### src/rtl/hazard_scoreboard_unit_pkg.sv
// Shared definitions for the hazard/scoreboard unit: forward-select encodings
// and the hard-wired zero register.
package hazard_scoreboard_unit_pkg;

  localparam int unsigned FWD_SEL_W = 2;

  typedef enum logic [FWD_SEL_W-1:0] {
    RS_DATA = 2'd0,
    FWD_MEM = 2'd1,
    FWD_WB  = 2'd2
  } fwd_sel_e;

  localparam int unsigned REG_X0 = 0;

endpackage

### src/rtl/hazard_scoreboard_unit_if.sv
// Pipeline-side signal bundle for the hazard unit; master is the pipeline,
// slave is the hazard unit.
interface hazard_scoreboard_unit_if
  import hazard_scoreboard_unit_pkg::*;
#(
  parameter int unsigned NUM_SRC = 2,
  parameter int unsigned ADDR_W  = 5,
  parameter int unsigned CNT_W   = 32
);
  localparam int unsigned NUM_REGS = 2**ADDR_W;

  logic [NUM_SRC*ADDR_W-1:0]    ex_rs_addr;
  logic [NUM_SRC*ADDR_W-1:0]    dec_rs_addr;
  logic [NUM_SRC-1:0]           dec_rs_used;
  logic [ADDR_W-1:0]            dec_rd_addr;
  logic                         dec_rd_write;
  logic                         dec_is_long;
  logic [ADDR_W-1:0]            ex_rd_addr;
  logic                         ex_is_load;
  logic                         ex_long_issue;
  logic [ADDR_W-1:0]            rd_addr_mem;
  logic                         rd_write_mem;
  logic [ADDR_W-1:0]            rd_addr_wb;
  logic                         rd_write_wb;
  logic                         lu_done;
  logic [ADDR_W-1:0]            lu_rd_addr;
  logic                         flush;
  logic [NUM_SRC*FWD_SEL_W-1:0] fwd_sel;
  logic                         stall_decode;
  logic                         bubble_execute;
  logic [NUM_REGS-1:0]          busy_vec;
  logic [CNT_W-1:0]             stall_cycles;
  logic                         err_spurious;

  modport master (
    output ex_rs_addr, dec_rs_addr, dec_rs_used, dec_rd_addr, dec_rd_write,
           dec_is_long, ex_rd_addr, ex_is_load, ex_long_issue, rd_addr_mem,
           rd_write_mem, rd_addr_wb, rd_write_wb, lu_done, lu_rd_addr, flush,
    input  fwd_sel, stall_decode, bubble_execute, busy_vec, stall_cycles,
           err_spurious
  );

  modport slave (
    input  ex_rs_addr, dec_rs_addr, dec_rs_used, dec_rd_addr, dec_rd_write,
           dec_is_long, ex_rd_addr, ex_is_load, ex_long_issue, rd_addr_mem,
           rd_write_mem, rd_addr_wb, rd_write_wb, lu_done, lu_rd_addr, flush,
    output fwd_sel, stall_decode, bubble_execute, busy_vec, stall_cycles,
           err_spurious
  );

endinterface

### src/rtl/hazard_scoreboard_unit_fwd_select.sv
// Forward-source select for one execute operand: MEM beats WB, x0 never forwards.
module hazard_scoreboard_unit_fwd_select
  import hazard_scoreboard_unit_pkg::*;
#(
  parameter int unsigned ADDR_W = 5
) (
  input  logic [ADDR_W-1:0] rs,
  input  logic [ADDR_W-1:0] rd_mem,
  input  logic              wr_mem,
  input  logic [ADDR_W-1:0] rd_wb,
  input  logic              wr_wb,
  output fwd_sel_e          sel
);
  localparam logic [ADDR_W-1:0] X0 = ADDR_W'(REG_X0);

  always_comb begin
    sel = RS_DATA;
    if (rs != X0) begin
      if (wr_mem && rs == rd_mem)
        sel = FWD_MEM;
      else if (wr_wb && rs == rd_wb)
        sel = FWD_WB;
    end
  end

endmodule

### src/rtl/hazard_scoreboard_unit.sv
// Hazard unit: operand forwarding, load-use detection and a busy-register
// scoreboard for long-latency ops, driving decode freeze and ID/EX bubble.
module hazard_scoreboard_unit
  import hazard_scoreboard_unit_pkg::*;
#(
  parameter int unsigned NUM_SRC = 2,
  parameter int unsigned ADDR_W  = 5,
  parameter int unsigned MAX_OUT = 4,
  parameter int unsigned CNT_W   = 32
) (
  input logic                    clk,
  input logic                    rst_n,
  hazard_scoreboard_unit_if.slave hz
);
  localparam int unsigned NUM_REGS = 2**ADDR_W;
  localparam int unsigned OUT_W    = $clog2(MAX_OUT + 1);
  localparam logic [ADDR_W-1:0] X0 = ADDR_W'(REG_X0);

  logic [NUM_REGS-1:0] busy;
  logic [NUM_REGS-1:0] busy_nxt;
  logic [OUT_W-1:0]    outstanding;
  logic [CNT_W-1:0]    stall_cnt;
  logic                err;
  logic                load_use;
  logic                sb_raw;
  logic                sb_waw;
  logic                full;
  logic                stall;
  logic [ADDR_W-1:0]   src;

  fwd_sel_e sel [NUM_SRC];

  for (genvar i = 0; i < NUM_SRC; i++) begin : g_fwd
    hazard_scoreboard_unit_fwd_select #(.ADDR_W(ADDR_W)) u_fwd (
      .rs     (hz.ex_rs_addr[i*ADDR_W +: ADDR_W]),
      .rd_mem (hz.rd_addr_mem),
      .wr_mem (hz.rd_write_mem),
      .rd_wb  (hz.rd_addr_wb),
      .wr_wb  (hz.rd_write_wb),
      .sel    (sel[i])
    );
    assign hz.fwd_sel[i*FWD_SEL_W +: FWD_SEL_W] = sel[i];
  end

  always_comb begin
    load_use = 1'b0;
    sb_raw   = 1'b0;
    src      = '0;
    for (int unsigned i = 0; i < NUM_SRC; i++) begin
      src = hz.dec_rs_addr[i*ADDR_W +: ADDR_W];
      if (hz.dec_rs_used[i] && src != X0) begin
        if (hz.ex_is_load && src == hz.ex_rd_addr)
          load_use = 1'b1;
        // An op issuing this cycle is not yet in busy, so match it directly.
        if (busy[src] || (hz.ex_long_issue && src == hz.ex_rd_addr))
          sb_raw = 1'b1;
      end
    end
    sb_waw = hz.dec_rd_write && (hz.dec_rd_addr != X0) && busy[hz.dec_rd_addr];
    full   = hz.dec_is_long &&
             ((32'(outstanding) + 32'(hz.ex_long_issue)) >= MAX_OUT);
    stall  = (load_use | sb_raw | sb_waw | full) & ~hz.flush;
  end

  assign hz.stall_decode   = stall;
  assign hz.bubble_execute = stall | hz.flush;
  assign hz.busy_vec       = busy;
  assign hz.stall_cycles   = stall_cnt;
  assign hz.err_spurious   = err;

  // Clear is applied before set so a same-cycle issue to the same register wins.
  always_comb begin
    busy_nxt = busy;
    if (hz.lu_done)
      busy_nxt[hz.lu_rd_addr] = 1'b0;
    if (hz.ex_long_issue && hz.ex_rd_addr != X0)
      busy_nxt[hz.ex_rd_addr] = 1'b1;
    busy_nxt[0] = 1'b0;
  end

  always_ff @(posedge clk or negedge rst_n) begin
    if (!rst_n) begin
      busy        <= '0;
      outstanding <= '0;
      stall_cnt   <= '0;
      err         <= 1'b0;
    end else begin
      busy <= busy_nxt;
      if (hz.ex_long_issue && !hz.lu_done && outstanding != '1)
        outstanding <= outstanding + 1'b1;
      else if (hz.lu_done && !hz.ex_long_issue && outstanding != '0)
        outstanding <= outstanding - 1'b1;
      if (hz.lu_done && (outstanding == '0 || !busy[hz.lu_rd_addr]))
        err <= 1'b1;
      if (stall && stall_cnt != '1)
        stall_cnt <= stall_cnt + 1'b1;
    end
  end

endmodule
### src/flat_wrapper.sv
// flat-port wrapper written by rule: the top's interface ports become plain ports
module hazard_scoreboard_unit_flat import hazard_scoreboard_unit_pkg::*;
#(
  parameter int unsigned NUM_SRC = 2,
  parameter int unsigned ADDR_W  = 5,
  parameter int unsigned MAX_OUT = 4,
  parameter int unsigned CNT_W   = 32
)
  (clk, rst_n, hz_ex_rs_addr, hz_dec_rs_addr, hz_dec_rs_used, hz_dec_rd_addr, hz_dec_rd_write, hz_dec_is_long, hz_ex_rd_addr, hz_ex_is_load, hz_ex_long_issue, hz_rd_addr_mem, hz_rd_write_mem, hz_rd_addr_wb, hz_rd_write_wb, hz_lu_done, hz_lu_rd_addr, hz_flush, hz_fwd_sel, hz_stall_decode, hz_bubble_execute, hz_busy_vec, hz_stall_cycles, hz_err_spurious);
  hazard_scoreboard_unit_if #(.NUM_SRC(NUM_SRC), .ADDR_W(ADDR_W), .CNT_W(CNT_W)) hz_i ();
  input logic clk;
  input logic rst_n;
  input wire logic [$bits(hz_i.ex_rs_addr)-1:0] hz_ex_rs_addr;
  input wire logic [$bits(hz_i.dec_rs_addr)-1:0] hz_dec_rs_addr;
  input wire logic [$bits(hz_i.dec_rs_used)-1:0] hz_dec_rs_used;
  input wire logic [$bits(hz_i.dec_rd_addr)-1:0] hz_dec_rd_addr;
  input wire logic [$bits(hz_i.dec_rd_write)-1:0] hz_dec_rd_write;
  input wire logic [$bits(hz_i.dec_is_long)-1:0] hz_dec_is_long;
  input wire logic [$bits(hz_i.ex_rd_addr)-1:0] hz_ex_rd_addr;
  input wire logic [$bits(hz_i.ex_is_load)-1:0] hz_ex_is_load;
  input wire logic [$bits(hz_i.ex_long_issue)-1:0] hz_ex_long_issue;
  input wire logic [$bits(hz_i.rd_addr_mem)-1:0] hz_rd_addr_mem;
  input wire logic [$bits(hz_i.rd_write_mem)-1:0] hz_rd_write_mem;
  input wire logic [$bits(hz_i.rd_addr_wb)-1:0] hz_rd_addr_wb;
  input wire logic [$bits(hz_i.rd_write_wb)-1:0] hz_rd_write_wb;
  input wire logic [$bits(hz_i.lu_done)-1:0] hz_lu_done;
  input wire logic [$bits(hz_i.lu_rd_addr)-1:0] hz_lu_rd_addr;
  input wire logic [$bits(hz_i.flush)-1:0] hz_flush;
  output wire logic [$bits(hz_i.fwd_sel)-1:0] hz_fwd_sel;
  output wire logic [$bits(hz_i.stall_decode)-1:0] hz_stall_decode;
  output wire logic [$bits(hz_i.bubble_execute)-1:0] hz_bubble_execute;
  output wire logic [$bits(hz_i.busy_vec)-1:0] hz_busy_vec;
  output wire logic [$bits(hz_i.stall_cycles)-1:0] hz_stall_cycles;
  output wire logic [$bits(hz_i.err_spurious)-1:0] hz_err_spurious;
  assign hz_i.ex_rs_addr = hz_ex_rs_addr;
  assign hz_i.dec_rs_addr = hz_dec_rs_addr;
  assign hz_i.dec_rs_used = hz_dec_rs_used;
  assign hz_i.dec_rd_addr = hz_dec_rd_addr;
  assign hz_i.dec_rd_write = hz_dec_rd_write;
  assign hz_i.dec_is_long = hz_dec_is_long;
  assign hz_i.ex_rd_addr = hz_ex_rd_addr;
  assign hz_i.ex_is_load = hz_ex_is_load;
  assign hz_i.ex_long_issue = hz_ex_long_issue;
  assign hz_i.rd_addr_mem = hz_rd_addr_mem;
  assign hz_i.rd_write_mem = hz_rd_write_mem;
  assign hz_i.rd_addr_wb = hz_rd_addr_wb;
  assign hz_i.rd_write_wb = hz_rd_write_wb;
  assign hz_i.lu_done = hz_lu_done;
  assign hz_i.lu_rd_addr = hz_lu_rd_addr;
  assign hz_i.flush = hz_flush;
  assign hz_fwd_sel = hz_i.fwd_sel;
  assign hz_stall_decode = hz_i.stall_decode;
  assign hz_bubble_execute = hz_i.bubble_execute;
  assign hz_busy_vec = hz_i.busy_vec;
  assign hz_stall_cycles = hz_i.stall_cycles;
  assign hz_err_spurious = hz_i.err_spurious;
  hazard_scoreboard_unit #(.NUM_SRC(NUM_SRC), .ADDR_W(ADDR_W), .MAX_OUT(MAX_OUT), .CNT_W(CNT_W)) u_core (.clk(clk), .rst_n(rst_n), .hz(hz_i));
endmodule
### config.mk
export PLATFORM = sky130hd
export DESIGN_NAME = hazard_scoreboard_unit_flat
export DESIGN_NICKNAME = d
export VERILOG_FILES = /design/src/rtl/hazard_scoreboard_unit_pkg.sv /design/src/rtl/hazard_scoreboard_unit_if.sv /design/src/rtl/hazard_scoreboard_unit_fwd_select.sv /design/src/rtl/hazard_scoreboard_unit.sv /design/src/flat_wrapper.sv
export SDC_FILE = /design/constraint.sdc
export NUM_CORES = 1
export LEC_CHECK = 0
export CORE_MARGIN = 2
export CORE_UTILIZATION = 50
export CTS_CLUSTER_DIAMETER = 50
export CTS_CLUSTER_SIZE = 24
export DETAILED_ROUTE_END_ITERATION = 12
export PLACE_DENSITY = 0.88
export SETUP_SLACK_MARGIN = 0.15
export SLEW_MARGIN = 20
export SYNTH_ARGS = -nofsm -noshare
export SYNTH_HDL_FRONTEND = slang
export SYNTH_SLANG_ARGS = --single-unit
export TNS_END_PERCENT = 30
### constraint.sdc
create_clock -name clk -period 3.16 [get_ports clk]
set_clock_uncertainty 0.1 [all_clocks]
set_input_delay 0.474 -clock clk [delete_from_list [all_inputs] [get_ports clk]]
set_output_delay 0.474 -clock clk [all_outputs]
set_load 0.01 [all_outputs]
==> results.cfg <==
[floorplanning]
die_h_um = 103
die_area_sq_um = 10600
core_region_area_sq_um = 9640
rows = 36
ios = 128
start_util = 0.507
dieWidth_um = 103

[critical_path]
crit_path_max_fanout = 2
slowest_stage = or4_4
crit_path_frequent_cell = o21ai_2
cp_top_family = simple AND/OR/NAND/NOR gates
crit_path_start_kind = primary input
critPathMaxStageDelay_ns = 0.50
r2r_setup_slack_ns = 0.29
cp_cell_sequence = clkdlybuf4s50_1 > or4_4 > o21ai_2 > nor3_2 > o21ai_2 > nand4_2 > or3_4 > buf_6
worst_ep_required_time_ns = 2.59
endpoint_kind = output pin
crit_arrival_ns = 2.52
r2r_end = u_core.hz.stall_cycles[1]$_DFFE_PN0P_
rr_startpoint = u_core.hz.busy_vec[13]$_DFF_PN0_
critical_path_class = in -> out
cp_num_buf_inv = 2
r2r_cells = 10

[run]
drv_cap = 0

[drt]
num_vias = 4947
wl_per_cell_um = 20.7
wl_mm = 16.5
vias_per_cell = 6.21
post-route-drc-count = 0
drtPass1Iterations = 6
ant_nets = 0
first_iter_violations = 351

[layout]
fin_cells = 796
final_cell_area_sq_um = 7010
final_util = 0.727
drive_above_1_share = 0.228
fin_nets = 717
antennaDiodeCount = 0
area_growth_pct = 43.3
fill_cells = 673

[sta]
finalCriticalPeriod_ns = 3.09
tightestPinTransition_ns = 0.842
finalHoldViolCount = 0
tns_ns = 0
min_period_over_period = 0.978
max_freq_ghz = 0.323
rsz0062_at_grt = yes
finalSetupViolCount = 0
finalMaxSlewViolations = 0
timing.slew.headroom = 0.439

[yosys]
synth_edf_count = 0
synthTopCellsByArea = dfrtp_1 34%, mux4_2 13%, xor2_1 7.2%
synth_cell_type_count = 60
yosysSeqAreaShare = 0.343
syn_avg_cell_area_sq_um = 9.90
postSynth.asyncResetShare = 1.00
ys.flop_type = dfrtp_1
yosysWarnings = 0
syn_nets = 553
ys_ff_latch = 67
netlist_area_sq_um = 4890
synth_top_cell_by_area = dfrtp_1
synth_top_area_frac = 0.343
syn_inst = 494

[power]
p_leak_nw = 2.87
p_per_area_nw_per_um2 = 523
power_mw = 3.66
ir_worst_vdd_mv = 0.366

[clock_network]
hold_buffers = 0
cts.sink_count = 67
clkTransAtPathRegs_ns = 0.07
cts_tree = yes
cts_max_level = 3
cts-buffers-inserted = 9
clkLatencyLatePin_ns = 0.36
cts_root_buf = clkbuf_8
clk_path_buf_depth = 2

[place]
port_buffers = 126
gp_congestion = 0.986
dpl_cell_area_sq_um = 6540
dp_hpwl_mm = 11.6
placed_cells = 768

[outcome]
status = completed

[grt]
grt_overflow = 0
antenna_found_initial = 0
grt_pass1_wl_mm = 25.4
grt_pass1_vias = 4981
grt_use_total = 0.313
grt_max_degree = 37

[hold_path]
hold_class = in -> async
[how the worst max path moves through the flow]
stage / from / end / cells past startpoint
after floorplan: hz_dec_rs_addr[6] / hz_stall_decode / 9
after global placement: hz_dec_rd_addr[0] / hz_bubble_execute / 8
after detailed placement: hz_dec_rd_addr[0] / hz_bubble_execute / 8
after CTS: u_core.hz.busy_vec[14]$_DFF_PN0_ / hz_bubble_execute / 7
after global routing: u_core.hz.busy_vec[30]$_DFF_PN0_ / hz_bubble_execute / 7
final: hz_dec_rs_addr[8] / hz_bubble_execute / 8
[through the flow]
step | hold slack (ns) | worst slack [ns]
2_1_floorplan | 0.0784 | 0.388
3_3_place_gp | 0.357 | -0.550
3_5_place_dp | 0.359 | -0.595
4_1_cts | 0.135 | 0.0621
5_1_grt | 0.188 | -0.0102
6_report | 0.114 | 0.0686
[cell usage in the layout, fill, tap and decap left out, types with 6 or more instances in the layout]
| cell | synthesis | routed |
|---|---|---|
| nand2_1 | 30 | 30 |
| mux4_2 | 28 | 28 |
| xor2_1 | 40 | 40 |
| dlygate4sd2_1 | 0 | 6 |
| dfrtp_1 | 67 | 65 |
| o21ai_0 | 68 | 67 |
| nand3_1 | 29 | 29 |
| xnor2_1 | 18 | 18 |
| nor3_2 | 4 | 6 |
| a21oi_1 | 6 | 6 |
| mux2i_1 | 12 | 9 |
| or3_1 | 7 | 6 |
| inv_1 | 11 | 11 |
| clkbuf_8 | 0 | 10 |
| buf_4 | 3 | 46 |
| and3_1 | 6 | 6 |
| nor4_2 | 8 | 9 |
| clkdlybuf4s50_1 | 0 | 112 |
| nor2_1 | 33 | 33 |
| nor3_1 | 14 | 12 |
| nand3b_1 | 13 | 13 |
[cells by family (layout without fill, tap and decap cells)]
family,Yosys count,after routing,share of synthesized area
other cells,1,1,0.000767
compound gates,97,97,0.115
buf+inv,40,209,0.0425
mux,46,46,0.169
simple gates,183,183,0.219
flops,67,67,0.343
fa+ha+maj,2,2,0.00665
xor+xnor,58,58,0.104
[power by group]
group / total, mW / switching (mW) / internal, mW
combinational: 1.42 / 0.610 / 0.814
sequential: 1.33 / 0.305 / 1.03
clock: 0.905 / 0.358 / 0.547
total: 3.66 / 1.27 / 2.39
[flip-flops by register name (all words and copies together) (netlist names)]
signal / count
u_core.hz.err_spurious: 1
u_core.hz.busy_vec: 31
u_core.hz.stall_cycles: 32
u_core.outstanding: 3
[synth_stat cells (3+ instances only)]
master / number
mux2i_1: 12
clkbuf_1: 14
nor2_1: 33
buf_6: 3
nor2b_1: 4
or3b_2: 3
dfrtp_1: 67
nor4_1: 6
nand2_1: 30
a21oi_1: 6
nand4_1: 5
nand3b_1: 13
inv_1: 11
xor2_1: 40
buf_4: 3
nor4_2: 8
o21ai_0: 68
nor3_2: 4
mux4_2: 28
buf_2: 6
a211oi_1: 4
nand3_1: 29
or3_1: 7
or4_1: 4
and3_1: 6
and4_1: 3
mux2_2: 4
nor3_1: 14
xnor2_1: 18
and2_1: 3
[final cells by class]
| cell class | count | area, sq um | area share |
|---|---|---|---|
| clock inverters | 6 | 113 | 0.0161 |
| repair buffers | 182 | 1780 | 0.254 |
| well taps | 133 | 166 | 0.0238 |
| multi-input cells | 387 | 3090 | 0.441 |
| flip-flops and latches | 67 | 1680 | 0.240 |
| clock buffers | 10 | 138 | 0.0196 |
| inverters | 11 | 41.3 | 0.00589 |
[repair_timing]
item / in CTS / in global routing
pin swaps: 11 / 5
buffers inserted: 9 / 1
gates resized for setup: 44 / 9
gates cloned: 2 / 0
endpoints found under the setup margin: 27 / 4
[per-layer routing]
metal  up-vias  track usage  share of wire
li1       2154            -              -
met1      2394        0.400           0.38
met2       346        0.512           0.49
met3        53       0.0610           0.10
met4         0        0.154          0.037
met5         -            0              0
(Power assumes the default switching activity.)
